## src/rtl/clk_freq_monitor.sv

```systemverilog
// Multi-channel clock frequency monitor: counts gray-coded foreign-domain counters over a fixed
// gate window, reports per-channel deltas over valid/ready and raises sticky range alarms.
module clk_freq_monitor #(
    parameter int NCH  = 4,
    parameter int CW   = 32,
    parameter int GATE = 1000000,
    parameter int GW   = 32
) (
    input  logic              clk,
    input  logic              resetn,
    input  logic              enable,
    input  logic [NCH*CW-1:0] cnt_gray,
    input  logic [NCH*CW-1:0] lim_lo,
    input  logic [NCH*CW-1:0] lim_hi,
    output logic [NCH*CW-1:0] freq_out,
    output logic              freq_valid,
    input  logic              freq_ready,
    output logic [NCH-1:0]    alarm,
    input  logic              alarm_clr,
    output logic              overrun,
    output logic [15:0]       win_cnt
);

    typedef enum logic [1:0] {IDLE, PRIME, MEASURE} state_t;

    state_t            state, state_nxt;
    logic [GW-1:0]     gcnt, gcnt_nxt;
    logic              terminal;
    logic              report;

    logic [CW-1:0]     sync_p0 [NCH];
    logic [CW-1:0]     sync_p1 [NCH];
    logic [CW-1:0]     bin_p2  [NCH];
    logic [CW-1:0]     prev    [NCH];

    logic [NCH*CW-1:0] delta_flat;
    logic [NCH-1:0]    out_of_range;

    function automatic logic [CW-1:0] gray2bin(input logic [CW-1:0] g);
        logic [CW-1:0] b;
        b = g;
        for (int i = CW - 2; i >= 0; i--) begin
            b[i] = b[i+1] ^ g[i];
        end
        return b;
    endfunction

    // p0/p1: two-flop synchroniser on the raw gray code; p2: decoded binary
    always_ff @(posedge clk or negedge resetn) begin
        if (!resetn) begin
            for (int k = 0; k < NCH; k++) begin
                sync_p0[k] <= '0;
                sync_p1[k] <= '0;
                bin_p2[k]  <= '0;
                prev[k]    <= '0;
            end
        end else begin
            for (int k = 0; k < NCH; k++) begin
                sync_p0[k] <= cnt_gray[k*CW +: CW];
                sync_p1[k] <= sync_p0[k];
                bin_p2[k]  <= gray2bin(sync_p1[k]);
                if (terminal) begin
                    prev[k] <= bin_p2[k];
                end
            end
        end
    end

    // Modulo subtraction absorbs wrap of the monitored counter within one window
    always_comb begin
        delta_flat   = '0;
        out_of_range = '0;
        for (int k = 0; k < NCH; k++) begin
            delta_flat[k*CW +: CW] = bin_p2[k] - prev[k];
            out_of_range[k] = (delta_flat[k*CW +: CW] < lim_lo[k*CW +: CW]) ||
                              (delta_flat[k*CW +: CW] > lim_hi[k*CW +: CW]);
        end
    end

    always_ff @(posedge clk or negedge resetn) begin
        if (!resetn) begin
            state <= IDLE;
            gcnt  <= '0;
        end else begin
            state <= state_nxt;
            gcnt  <= gcnt_nxt;
        end
    end

    always_comb begin
        state_nxt = state;
        gcnt_nxt  = gcnt;
        terminal  = 1'b0;
        report    = 1'b0;
        if (!enable) begin
            state_nxt = IDLE;
            gcnt_nxt  = '0;
        end else begin
            case (state)
                IDLE: begin
                    state_nxt = PRIME;
                    gcnt_nxt  = '0;
                end
                PRIME, MEASURE: begin
                    if (gcnt == GW'(GATE - 1)) begin
                        terminal  = 1'b1;
                        report    = (state == MEASURE);
                        gcnt_nxt  = '0;
                        state_nxt = MEASURE;
                    end else begin
                        gcnt_nxt = gcnt + GW'(1);
                    end
                end
                default: begin
                    state_nxt = IDLE;
                    gcnt_nxt  = '0;
                end
            endcase
        end
    end

    // Result stage: a new report always lands, even over an unconsumed one
    always_ff @(posedge clk or negedge resetn) begin
        if (!resetn) begin
            freq_out   <= '0;
            freq_valid <= 1'b0;
            alarm      <= '0;
            overrun    <= 1'b0;
            win_cnt    <= '0;
        end else begin
            if (!enable) begin
                freq_valid <= 1'b0;
            end else if (report) begin
                freq_out   <= delta_flat;
                freq_valid <= 1'b1;
                win_cnt    <= win_cnt + 16'd1;
            end else if (freq_valid && freq_ready) begin
                freq_valid <= 1'b0;
            end
            alarm   <= (alarm & ~{NCH{alarm_clr}}) | (report ? out_of_range : '0);
            overrun <= (overrun & ~alarm_clr) | (report && freq_valid && !freq_ready);
        end
    end

endmodule
```

## config.mk

```make
export PLATFORM = sky130hd
export DESIGN_NAME = clk_freq_monitor
export DESIGN_NICKNAME = d
export VERILOG_FILES = /design/src/rtl/clk_freq_monitor.sv
export SDC_FILE = /design/constraint.sdc
export NUM_CORES = 1
export LEC_CHECK = 0
export ABC_AREA = 0
export CAP_MARGIN = 20
export CORE_ASPECT_RATIO = 0.9
export CORE_MARGIN = 2
export CORE_UTILIZATION = 50
export CTS_BUF_LIST = sky130_fd_sc_hd__clkbuf_8
export DETAILED_ROUTE_END_ITERATION = 7
export PLACE_DENSITY = 0.75
export SYNTH_ARGS = -nofsm -noshare
export SYNTH_HDL_FRONTEND = slang
export SYNTH_SLANG_ARGS = --single-unit
```

## constraint.sdc

```tcl
create_clock -name clk -period 18.1 [get_ports clk]
set_input_delay 3.62 -clock clk [delete_from_list [all_inputs] [get_ports clk]]
set_output_delay 3.62 -clock clk [all_outputs]
set_load 0.01 [all_outputs]
```

==> results of run 1 <==
## worst min path at each step
stage,endpoint,startpoint,slack (ns)
after floorplan,sync_p1[0],sync_p0[0],0.33
after global placement,sync_p1[41],sync_p0[41],0.33
after detailed placement,sync_p1[112],sync_p0[112],0.33
after CTS,sync_p1[98],sync_p0[98],0.34
after global routing,sync_p1[99],sync_p0[99],0.35
final,sync_p1[98],sync_p0[98],0.33
## per-stage QoR
step	hold WS (ns)	instances	total power, mW	util (%)
detailed placement	0.335	4755	3.58	59.7
global placement	0.332	4755	3.54	59.7
CTS	0.336	4963	5.08	63.3
floorplan	0.331	3318	3.05	-
global route	0.348	4972	5.38	63.4
finish	0.332	4976	5.03	63.4
## power by group through the flow
stage	logic, mW	clock network (mW)	registers [mW]
final	1.74	1.47	1.82
after global routing	1.96	1.58	1.84
after CTS	1.75	1.51	1.82
after detailed placement	1.73	0	1.85
after global placement	1.70	0	1.84
after floorplan	1.23	0	1.82
## final cells by class
cell class              count  area, µm²
fillers                  5647      25600
multi-input cells        2069      15800
diodes                     11       27.5
flip-flops and latches    696      17400
clock buffers             141       1940
well taps                 940       1180
repair buffers            554       5560
inverters                 498       1870
clock inverters            67        552
## synth_stat cells (5+ instances only)
cell type / number / area share (%)
nor4_1: 8 / 0.14
ha_1: 380 / 13
xnor2_2: 16 / 0.74
a221oi_1: 5 / 0.12
a31oi_1: 7 / 0.12
mux2_2: 52 / 1.7
inv_1: 498 / 5.3
nand3_1: 21 / 0.30
o21bai_1: 12 / 0.26
nand2b_1: 53 / 0.94
nand2_1: 338 / 3.6
xor2_2: 24 / 1.1
xor2_1: 78 / 1.9
xor3_2: 16 / 1.1
dfrtp_1: 696 / 49
xor3_1: 12 / 0.81
nor2b_1: 53 / 0.94
a21boi_1: 7 / 0.15
or3_1: 15 / 0.27
nor3_1: 21 / 0.30
a21o_1: 41 / 0.87
xnor3_1: 8 / 0.51
o21ai_1: 88 / 1.2
clkbuf_1: 53 / 0.56
nand4_1: 54 / 0.96
mux2_1: 20 / 0.64
o21ai_0: 171 / 2.4
xnor2_1: 95 / 2.4
o21a_1: 65 / 1.4
o31ai_1: 11 / 0.23
and3_1: 35 / 0.62
a21oi_1: 178 / 2.5
nor2_1: 128 / 1.4
and2_1: 6 / 0.11
## sequential cells by signal (all words and copies together) (netlist names)
register,cells
freq_valid,1
alarm,4
state,2
freq_out,128
win_cnt,16
sync_p0,128
prev,128
overrun,1
sync_p1,128
gcnt,32
bin_p2,128
## worst max-delay path: stages
cell and delay, ns:
clkdlybuf4s50_1 0.46, inv_1 0.05, ha_1 0.28, a21boi_1 0.13, o21a_1 0.18, o21a_1 0.17
o21a_1 0.16, o21a_1 0.16, o21a_1 0.16, o21a_1 0.16, o21a_1 0.16, o21a_1 0.17
o21a_1 0.17, o21a_1 0.17, o21a_1 0.16, o21a_1 0.16, o21a_1 0.16, o21a_1 0.16
o21a_1 0.16, o21ai_1 0.12, nand2b_1 0.07, a21oi_1 0.14, nor2_1 0.06, o21ai_1 0.13
## routing by layer
metal | wire, µm | share of wire, %
met4 | 2890 | 3.3
met5 | 81 | 0.093
met2 | 40400 | 46
met3 | 5300 | 6.1
met1 | 38600 | 44
## logic make-up (layout without fill, tap and decap cells)
kind of cell | count (synthesis) | count (layout) | synth area share [%]
other | 0 | 11 | 0
and+or+nand+nor | 746 | 746 | 9.83
muxes | 73 | 73 | 2.33
AOI/OAI and AO/OA | 613 | 613 | 10.0
adders and majority gates | 384 | 384 | 13.7
xor gates and xnor gates | 253 | 253 | 8.86
buffers and inverters | 553 | 1260 | 5.88
DFF | 696 | 696 | 49.4
==> results.md, run 1 <==
Power:
- The total power per unit cell area is 113 nW/µm².
- The sequential share of power is 36.2%.
- The analysis attributes to cell leakage a power of 22.4 nW.
- The switching power summed over all nets is roughly 1.7 mW.
- Combinational cells account for around a third of the total power.
- The proportion of total power due to net switching is around 34%.
- The clock power share is around 29%.
- Internal power comes to approximately 3.3 mW.
- IR analysis of the VDD net gives a maximum drop of around 0.056 mV.

Routing:
- The total DRC errors in the routed layout is 0.
- Dividing the detail-routed wire length by the instance count gives 17.5 µm.
- The final layout contains routed wiring with a total length of 87300 µm.
- The final route contains roughly 25000 vias.
- After detailed routing, the number of vias per cell comes to roughly 5.
- The iteration-0 DRC count of the detailed router is between 1000 and 1500.
- The count of nets left with antenna violations once routing finished came out at 0.
- The pre-antenna-repair detailed-routing pass consisted of 5 iterations.

Critical path:
- STA classifies the critical path startpoint as an input pin.
- The startpoint of the most critical register-to-register path is bin_p2[97].
- The worst path required time is around 19 ns.
- In this run the critical register-to-register path is captured at alarm[0].
- Counting cells, the worst reg-to-reg path comes to 36.
- For flop-to-flop paths, the worst setup slack is approximately 11 ns.
- The largest fanout on the critical path is 1.
- The critical path class is in -> reg.
- The launching element of the worst setup path is lim_lo[97].
- The critical path ends at alarm[3].
- The endpoint type of the worst setup path is a flip-flop.
- At the worst endpoint, the arrival time is approximately 7.5 ns.

Place:
- The wire-length estimate of the detail-placed layout is approximately 67000 µm.
- At the end of routability-driven placement, the weighted congestion stood at 0.925.
- Buffers placed on the I/O ports in this run total ~540.
- At the placement stage, the worst setup path has a slack of roughly 11 ns.
- The instance area at placement is ~42000 µm².

STA:
- The normalized max-slew margin is around a quarter.
- The final hold violation count is 0.
- For the finished layout, the period the worst path requires is just under 7 ns.
- The final worst clock skew is approximately 0.038 ns.
- The maximum achievable frequency is ~0.15 GHz.
- The post-layout worst setup margin is 11.24 ns.
- The transition time at the pin with the least slew margin is around 1.1 ns.
- Setup repair after global routing left no endpoint under its margin.
- Setup violations remaining at the end of the flow were counted as 0.
- The final period utilization is between 30% and 40%.
- The max-slew violation total from the final report is 0.
- The aggregate negative setup slack is 0 ns.

Clock tree:
- The later-pin clock latency in the skew report is around 0.72 ns.
- The clock passes through at most 3 buffers.
- The number of levels in the clock H-tree is 3.
- The clock tree from TritonCTS is yes.
- The buffers inserted during post-CTS setup optimization is 0.
- The number of buffers inserted for hold repair after clock tree synthesis is 0.
- After clock tree synthesis, the clock-pin slew on the worst setup and hold paths is 0.06 ns.
- The number of clock buffers added by TritonCTS is between 100 and 150.
- The tree is rooted in a clkbuf_8.
- After clock tree synthesis, the repair step resized 0 gates.
- The tree built by TritonCTS fans out to 696 sinks.

Global route:
- Global routing consumed, on the met2 layer, 39.0% of the routing resources.
- The maximum number of pins on one net before global-route repair is 162.
- The via count of the first global-routing pass is 25300.
- The first-pass GRT wire length is about 140000 µm.
- The number of antenna violations at the first check in global routing is 21.
- In the global route stage, met1 resource usage came out at ~32%.
- met2 is the most crowded layer.
- The met3 routing resource usage after global routing is 5.67%.
- Global routing finished with a remaining overflow of 0.
- The global-route usage over all layers is between 20% and 30%.

Floorplan:
- The die span in y is about 260 µm.
- The die width is approximately 280 µm.
- The floorplan has slightly above 90 rows.
- The total I/O pin count is approximately 540.
- The initial core utilization is a little over 50%.
- The core region is 70000 µm².
- The die covers 72700 µm².

Hold path:
- The class of the most critical hold timing path is reg -> reg.
- Along the worst hold path, the cell count comes to 0.

Finish:
- In the layout the commonest cells are 696 x dfrtp_1, 537 x clkdlybuf4s50_1, 526 x inv_1, 380 x ha_1, 337 x nand2_1.
- Leaving out fill and tap cells, the most frequent cell in the layout is dfrtp_1.
- The relative area change from synthesis to final layout is 25.7%.
- For this run, the post-layout net count is between 4000 and 5000.
- With fillers left out, the area of the finished cells amounts to around 44000 µm².
- Of the cells placed in the final design, the portion with a size suffix greater than 1 is under 10%.

Logic synthesis:
- For this run, asynchronously set or reset flops after synthesis account for 100%.
- The most frequently used flop master after synthesis is dfrtp_1.
- Summing the sequential cell areas from Yosys gives around half of the chip area.
- The register bit count reported by yosys is a little under 700.
- The post-synthesis area per instance is between 10 and 15 µm².
- For this run, the number of Yosys warnings is 0.
- The synthesized netlist net count is about 4000.
- The synthesized instance count is ~3300.
- Counting flops with a built-in enable in the synthesized netlist gives 0.
- The count of unique library cells instantiated by Yosys is 63.
- The mapped netlist covers 35300 µm².

Status:
- The run finished with clean final reports.

Run:
- The max-capacitance violation count is 0.
Power figures use the tool's default switching activity.
==> run 2: changes to the inputs <==
- clock period: 18.1 -> 7.12 ns (I/O delays scaled with it)
==> results.md, run 2 (synthesized netlist as in run 1, its figures left out) <==
Critical path:
- The worst path buffer plus inverter count is 2.
- Following the worst setup path forward leads to its endpoint at alarm[0].
- The setup check on the worst reg-to-reg path leaves a slack of between 0.6 and 0.7 ns.
- The largest stage delay on the critical path is around 0.42 ns.
- The worst setup path is captured at a flip-flop.
- The startpoint of the most critical register-to-register path is bin_p2[96].
- Counting cells, the worst reg-to-reg path comes to 32.
- The worst setup path is launched from a flip-flop.
- The path length in cells of the critical path is 32.
- The slowest cell on the critical path is a311oi_1.
- The largest fanout on the critical path is 3.
- Grouping stages by cell kind, the critical path spends the most delay in compound AO/OA/AOI/OAI gates.
- The critical path class is reg -> reg.
- The worst path required time is around 7.8 ns.
- The destination of the worst register-to-register timing path is alarm[0].
- STA puts the critical path data arrival time at 7.11 ns.
- The launching element of the worst setup path is bin_p2[96].
- The most numerous cell type found on the critical path is a21oi_1.

Power:
- The static leakage is between 20 and 25 nW.
- The total power per unit cell area is approximately 290 nW/µm².
- The worst-case IR drop observed on VDD is around 0.16 mV.
- The total design power is 12.7 mW.

Place:
- Port buffering added 538 buffers.
- Once detailed placement completed, the half-perimeter wirelength came to just under 70000 µm.
- Once placement completed, the tool counted placed cells totaling 4754.
- The final weighted congestion in routability-driven placement is between 0.9 and 1.

Floorplan:
- Once the floorplan was initialized, standard cells occupied between 50% and 60% of the core.
- After floorplanning, the core was divided into 92 placement rows.
- The region available for standard cell placement spans approximately 70000 µm².
- The die span in y is 256 µm.
- The die width is between 200 and 300 µm.
- around 540 I/O pins were placed.
- The die covers 72700 µm².

Finish:
- Leaving out filler cells and counting taps, the final layout contains slightly below 5000.
- Fill cells in the final layout number 5700.
- From synthesis to final layout, the design area changed by 25.5%.
- The net count reported at finish is roughly 4700.
- Cells with a size suffix above 1 make up 7.86% of the layout.
- The library cells used most frequently in the layout, excluding fill and tap cells, are 696 x dfrtp_1, 537 x clkdlybuf4s50_1, 521 x inv_1, 380 x ha_1, 337 x nand2_1.
- The commonest non-fill, non-tap cell in the layout is dfrtp_1.

Global route:
- The first global-routing pass estimated ~140000 µm of wire.
- Global routing used roughly 25% of the available tracks.
- The number of antenna violations at the first check in global routing is 23.
- Entering global routing, the biggest net connects ~180 pins.
- The leftover overflow at the end of global routing is 0.
- The via count of the first global-routing pass was 25400.

STA:
- The max-slew violation total from the final report was 0.
- The maximum achievable frequency is around 0.15 GHz.
- Setup violations remaining at the end of the flow were counted as 0.
- The final critical path takes up 91.0% of the cycle.
- Across all hold checks on the routed design, the worst slack comes to roughly 0.33 ns.
- The normalized max-slew margin is between 20 and 30%.
- The transition time at the pin with the least slew margin is between 1 and 1.5 ns.
- The aggregate negative setup slack is 0 ns.
- For the final database, setup skew stands at ~0.028 ns.
- Setup repair after global routing left no endpoint under its margin.
- The final hold violation count is 0.
- The final critical-path required period is 6.48 ns.

Clock tree:
- The clock tree from TritonCTS is yes.
- Clock-pin slew was measured on the worst setup and hold paths at 0.06 ns.
- The later-pin clock latency in the skew report is 0.71 ns.
- In this run the number of H-tree levels came out at 3.
- Clock tree synthesis selected as its root buffer the cell clkbuf_8.
- The TritonCTS buffer count is approximately 110.
- The number of clock sinks is between 600 and 700.
- No sink is reached through more buffers than the 3 on the longest clock path.

Routing:
- In the routed layout, each cell is associated on average with a via count of between 5 and 6.
- In the final routed layout, each cell accounts on average for about 18 µm.
- Wires add up to 89500 µm.
- The number of nets with antenna violations after detailed routing is 0.
- The iteration-0 DRC count of the detailed router is ~1400.
- In the routed design, unresolved DRC markers number 0.
- The count of vias placed by the detailed router is around 25000.
- The number of detailed-route iterations in the first pass is 5.

Hold path:
- Along the worst hold path, the cell count comes to 0.
- The class of the most critical hold timing path is reg -> reg.

Run:
- Across the run, the number of max-cap violations was 0.

Status:
- The run finished with clean final reports.
run 2: layout make-up:
| cell class | count | area, µm² | share of cell area [%] |
|---|---|---|---|
| sequential | 696 | 17400 | 39.3 |
| multi-input combinational | 2069 | 15800 | 35.7 |
| timing repair buffer | 551 | 5540 | 12.5 |
| clock buffer | 142 | 1950 | 4.41 |
| inverter | 498 | 1870 | 4.22 |
| tap | 940 | 1180 | 2.66 |
| clock inverter | 62 | 490 | 1.11 |
| antenna | 15 | 37.5 | 0.0847 |
run 2: worst min path at each step:
stage	startpoint	endpoint	slack [ns]
finish	sync_p0[91]	sync_p1[91]	0.33
global route	sync_p0[34]	sync_p1[34]	0.34
CTS	sync_p0[91]	sync_p1[91]	0.33
detailed placement	sync_p0[107]	sync_p1[107]	0.33
global placement	sync_p0[127]	sync_p1[127]	0.33
floorplan	sync_p0[0]	sync_p1[0]	0.33
run 2: repair_timing:
action / 4_1_cts / 5_1_grt
buffers inserted: 0 / 0
gates resized for setup: 0 / 1
hold buffers: 0 / 0
endpoints found under the setup margin: 0 / 1
run 2: power by group:
group          total (mW)  switching, mW  internal [mW]
Sequential           4.63          0.243           4.39
Combinational        4.39           2.41           1.98
Clock                3.68           1.62           2.06
Total                12.7           4.27           8.42
run 2: metal layers:
| layer | share of wire [%] | GRT usage, % | vias up |
|---|---|---|---|
| met5 | 0.11 | 0 | - |
| met4 | 3.2 | 9.25 | 14 |
| met3 | 6.2 | 5.66 | 161 |
| met2 | 46 | 38.6 | 617 |
| met1 | 45 | 33.6 | 12100 |
| li1 | - | - | 12200 |
run 2: metrics by stage:
| step | cell area, µm² | util (%) | setup slack, ns |
|---|---|---|---|
| after floorplan | 35300 | - | 1.44 |
| after global placement | 41800 | 59.7 | 0.864 |
| after detailed placement | 41800 | 59.7 | 0.691 |
| after CTS | 44200 | 63.2 | 0.619 |
| after global routing | 44300 | 63.3 | 0.124 |
| final | 44300 | 63.3 | 0.638 |
==> run 3: changes to the inputs <==
- CORE_ASPECT_RATIO: 0.9 -> unset
- CTS_BUF_LIST: sky130_fd_sc_hd__clkbuf_8 -> sky130_fd_sc_hd__clkbuf_4 sky130_fd_sc_hd__clkbuf_8 sky130_fd_sc_hd__clkbuf_16
- TNS_END_PERCENT: unset -> 100
==> results.md, run 3 (synthesized netlist as in run 1, its figures left out) <==
STA:
- The final critical-path required period is 6.42 ns.
- Setup total negative slack on the finished layout was measured at 0 ns.
- At the pin with the least slew margin, the transition time is roughly 1.1 ns.
- Setup repair after global routing left no endpoint under its margin.
- The final-report setup violation count is 0.
- Between clock sinks in the finished design, the worst skew comes to 0.0193 ns.
- The max-slew violation total from the final report is 0.
- The worst pin sits at a relative slew slack of between 20% and 30%.
- The final hold violation count was 0.
- For this run, the top clock speed supported by timing is between 0.15 and 0.2 GHz.
- The final period utilization is 90.2%.

Power:
- The share of total power dissipated in the clock network is 32.5%.
- Net switching is 32.4% of the power.
- In this run the power spent charging and discharging nets is 4.34 mW.
- The sequential share of power is 34.5%.
- The share of power burned in combinational logic is roughly a third.
- Cell internal power was estimated by the tool at slightly above 9 mW.
- The total power per unit cell area is between 300 and 400 nW/µm².
- The peak ir drop on the vdd network is 0.189 mV.
- In this run the static leakage power is about 22 nW.

Place:
- The HPWL after detailed placement is about 68000 µm.
- At the end of routability-driven placement, the weighted congestion stood at 0.891.
- In this run the cell area measured after placement is ~42000 µm².
- The port buffer count is around 540.

Finish:
- The area taken by multi-input logic gates is around 16000 µm².
- The commonest non-fill, non-tap cell in the layout is dfrtp_1.
- Leaving out fill and tap cells, the most frequent cells in the layout are 696 x dfrtp_1, 537 x clkdlybuf4s50_1, 498 x inv_1, 380 x ha_1, 337 x nand2_1.
- In the final layout, flip-flops and latches occupy 17400 µm².
- The net count reported at finish is roughly 4700.
- The relative area change from synthesis to final layout is 26.6%.
- The finished layout cell area is between 40000 and 50000 µm².
- The proportion of layout cells with a drive suffix above 1 is between 6 and 7%.
- Counting the fill cells in the layout gives ~5500.

Clock tree:
- The cell sitting at the root of the clock tree is a clkbuf_16.
- In this run the deepest clock path goes through 3 buffers.
- TritonCTS built the clock tree.
- The TritonCTS buffer count is 78.
- The number of buffers inserted for hold repair after clock tree synthesis is 0.
- The number of levels in the clock H-tree is 3.
- The later-pin clock latency in the skew report is between 0.6 and 0.7 ns.
- Counting every sink on the clock net gives between 600 and 700.
- The clock transition at the register clock pins on the worst setup and hold paths after CTS is approximately 0.060 ns.

Routing:
- The ratio of routed vias to standard cells is 5.10.
- The routed layout has roughly 25000 vias.
- The iteration-0 DRC count of the detailed router is 1386.
- The sum of routed wire length over all layers is ~90000 µm.
- The number of detailed-route iterations in the first pass is 5.
- In the routed design, unresolved DRC markers number 0.
- The number of nets with antenna violations after detailed routing is 0.
- After detailed routing, the average wire length per cell comes to between 15 and 20 µm.

Floorplan:
- The die is 270 µm tall.
- The total I/O pin count is approximately 540.
- The overall die area is ~73000 µm².
- Once the floorplan was initialized, standard cells occupied 50.5% of the core.
- The floorplan has just under 100 rows.
- In this run the horizontal extent of the chip is ~270 µm.
- The core region is approximately 70000 µm².

Global route:
- The number of antenna violations at the first check in global routing is 23.
- The global-route usage over all layers is between 20% and 30%.
- Entering global routing, the biggest net connects 175 pins.
- The first global-routing pass estimated between 100000 and 150000 µm of wire.
- The via count of the first global-routing pass is ~25000.
- The leftover overflow at the end of global routing is 0.

Critical path:
- Data on the critical path arrives at its endpoint at approximately 7 ns.
- Along the worst path, the maximum fanout reaches 3.
- The endpoint type of the worst setup path is a flip-flop.
- The largest stage delay on the critical path is ~0.42 ns.
- The worst path required time is 7.61 ns.
- On the critical path, the stage with the largest delay is an instance of a2111oi_0.
- The startpoint class of the critical path is a flip-flop.
- The cell repeated most along the worst path is a21oi_1.
- The launching element of the worst setup path is bin_p2[0].
- The critical path is of the reg -> reg type.
- The startpoint identified for the worst register-to-register timing path is bin_p2[0].

Hold path:
- In this run the most critical hold path is launched from sync_p0[6].
- In this run the worst hold path is classified as reg -> reg.

Run:
- Max-cap violations in this run came to 0.

Status:
- The flow ran to the end, and the final reports show no timing, DRC or antenna violations.
run 3: cell count changes in the layout (fill, tap and decap cells not counted), sizes merged:
| cell | change |
|---|---|
| diode | -5 |
| clkinvlp | +3 |
| bufinv | +6 |
| buf | -1 |
| inv | -20 |
| clkinv | -14 |
| clkbuf | -38 |
run 3: power by group through the flow:
| stage | Clock, mW | Sequential (mW) | Combinational [mW] |
|---|---|---|---|
| after floorplan | 0 | 4.63 | 3.13 |
| after global placement | 0 | 4.69 | 4.32 |
| after detailed placement | 0 | 4.69 | 4.41 |
| after CTS | 4.46 | 4.63 | 4.46 |
| after global routing | 4.64 | 4.67 | 4.99 |
| final | 4.36 | 4.63 | 4.43 |
run 3: critical path: cells and delay by family (launching register included):
kind | cells | cell delay, ns
xor+xnor | 1 | 0.22
flops | 1 | 0.36
buf+inv | 3 | 0.18
compound gates | 24 | 4.00
fa+ha+maj | 3 | 0.88
simple gates | 6 | 0.65
run 3: worst paths after layout:
kind | cells past startpoint | endpoint | slack [ns]
max | 37 | alarm[3] | 0.70
max in group asynchronous | 2 | win_cnt[2] | 4.75
min reg2reg | 0 | sync_p1[6] | 0.34
max reg2reg | 37 | alarm[3] | 0.70
min in group asynchronous | 1 | freq_out[41] | 0.84
min | 0 | sync_p1[6] | 0.34
run 3: final cells by class:
class	count	share of cell area (%)
Antenna cell	10	0.0560
Tap cell	940	2.63
Multi-Input combinational cell	2069	35.4
Inverter	498	4.19
Clock buffer	104	5.00
Timing Repair Buffer	550	12.4
Clock inverter	37	1.31
Sequential cell	696	39.0
run 3: what timing repair did:
| action | in CTS | in global routing |
|---|---|---|
| setup buffers | 0 | 0 |
| setup endpoints to repair | 0 | 1 |
| gates resized for setup | 0 | 1 |
run 3: per-layer routing:
metal	vias up	share of wire, %	global-route usage (%)
met5	-	0.14	0
met4	18	2.7	7.68
li1	12100	-	-
met1	12000	42	32.6
met2	682	47	40.8
met3	156	7.8	6.48
run 3: stage by stage:
step,setup WS (ns),total power [mW],hold WS [ns],utilization [%],instances
detailed placement,0.634,9.10,0.335,59.8,4753
global placement,0.771,9.00,0.332,59.8,4753
CTS,0.575,13.5,0.344,63.8,4894
finish,0.697,13.4,0.344,63.9,4904
floorplan,1.44,7.76,0.331,-,3318
global route,0.0613,14.3,0.348,63.8,4896
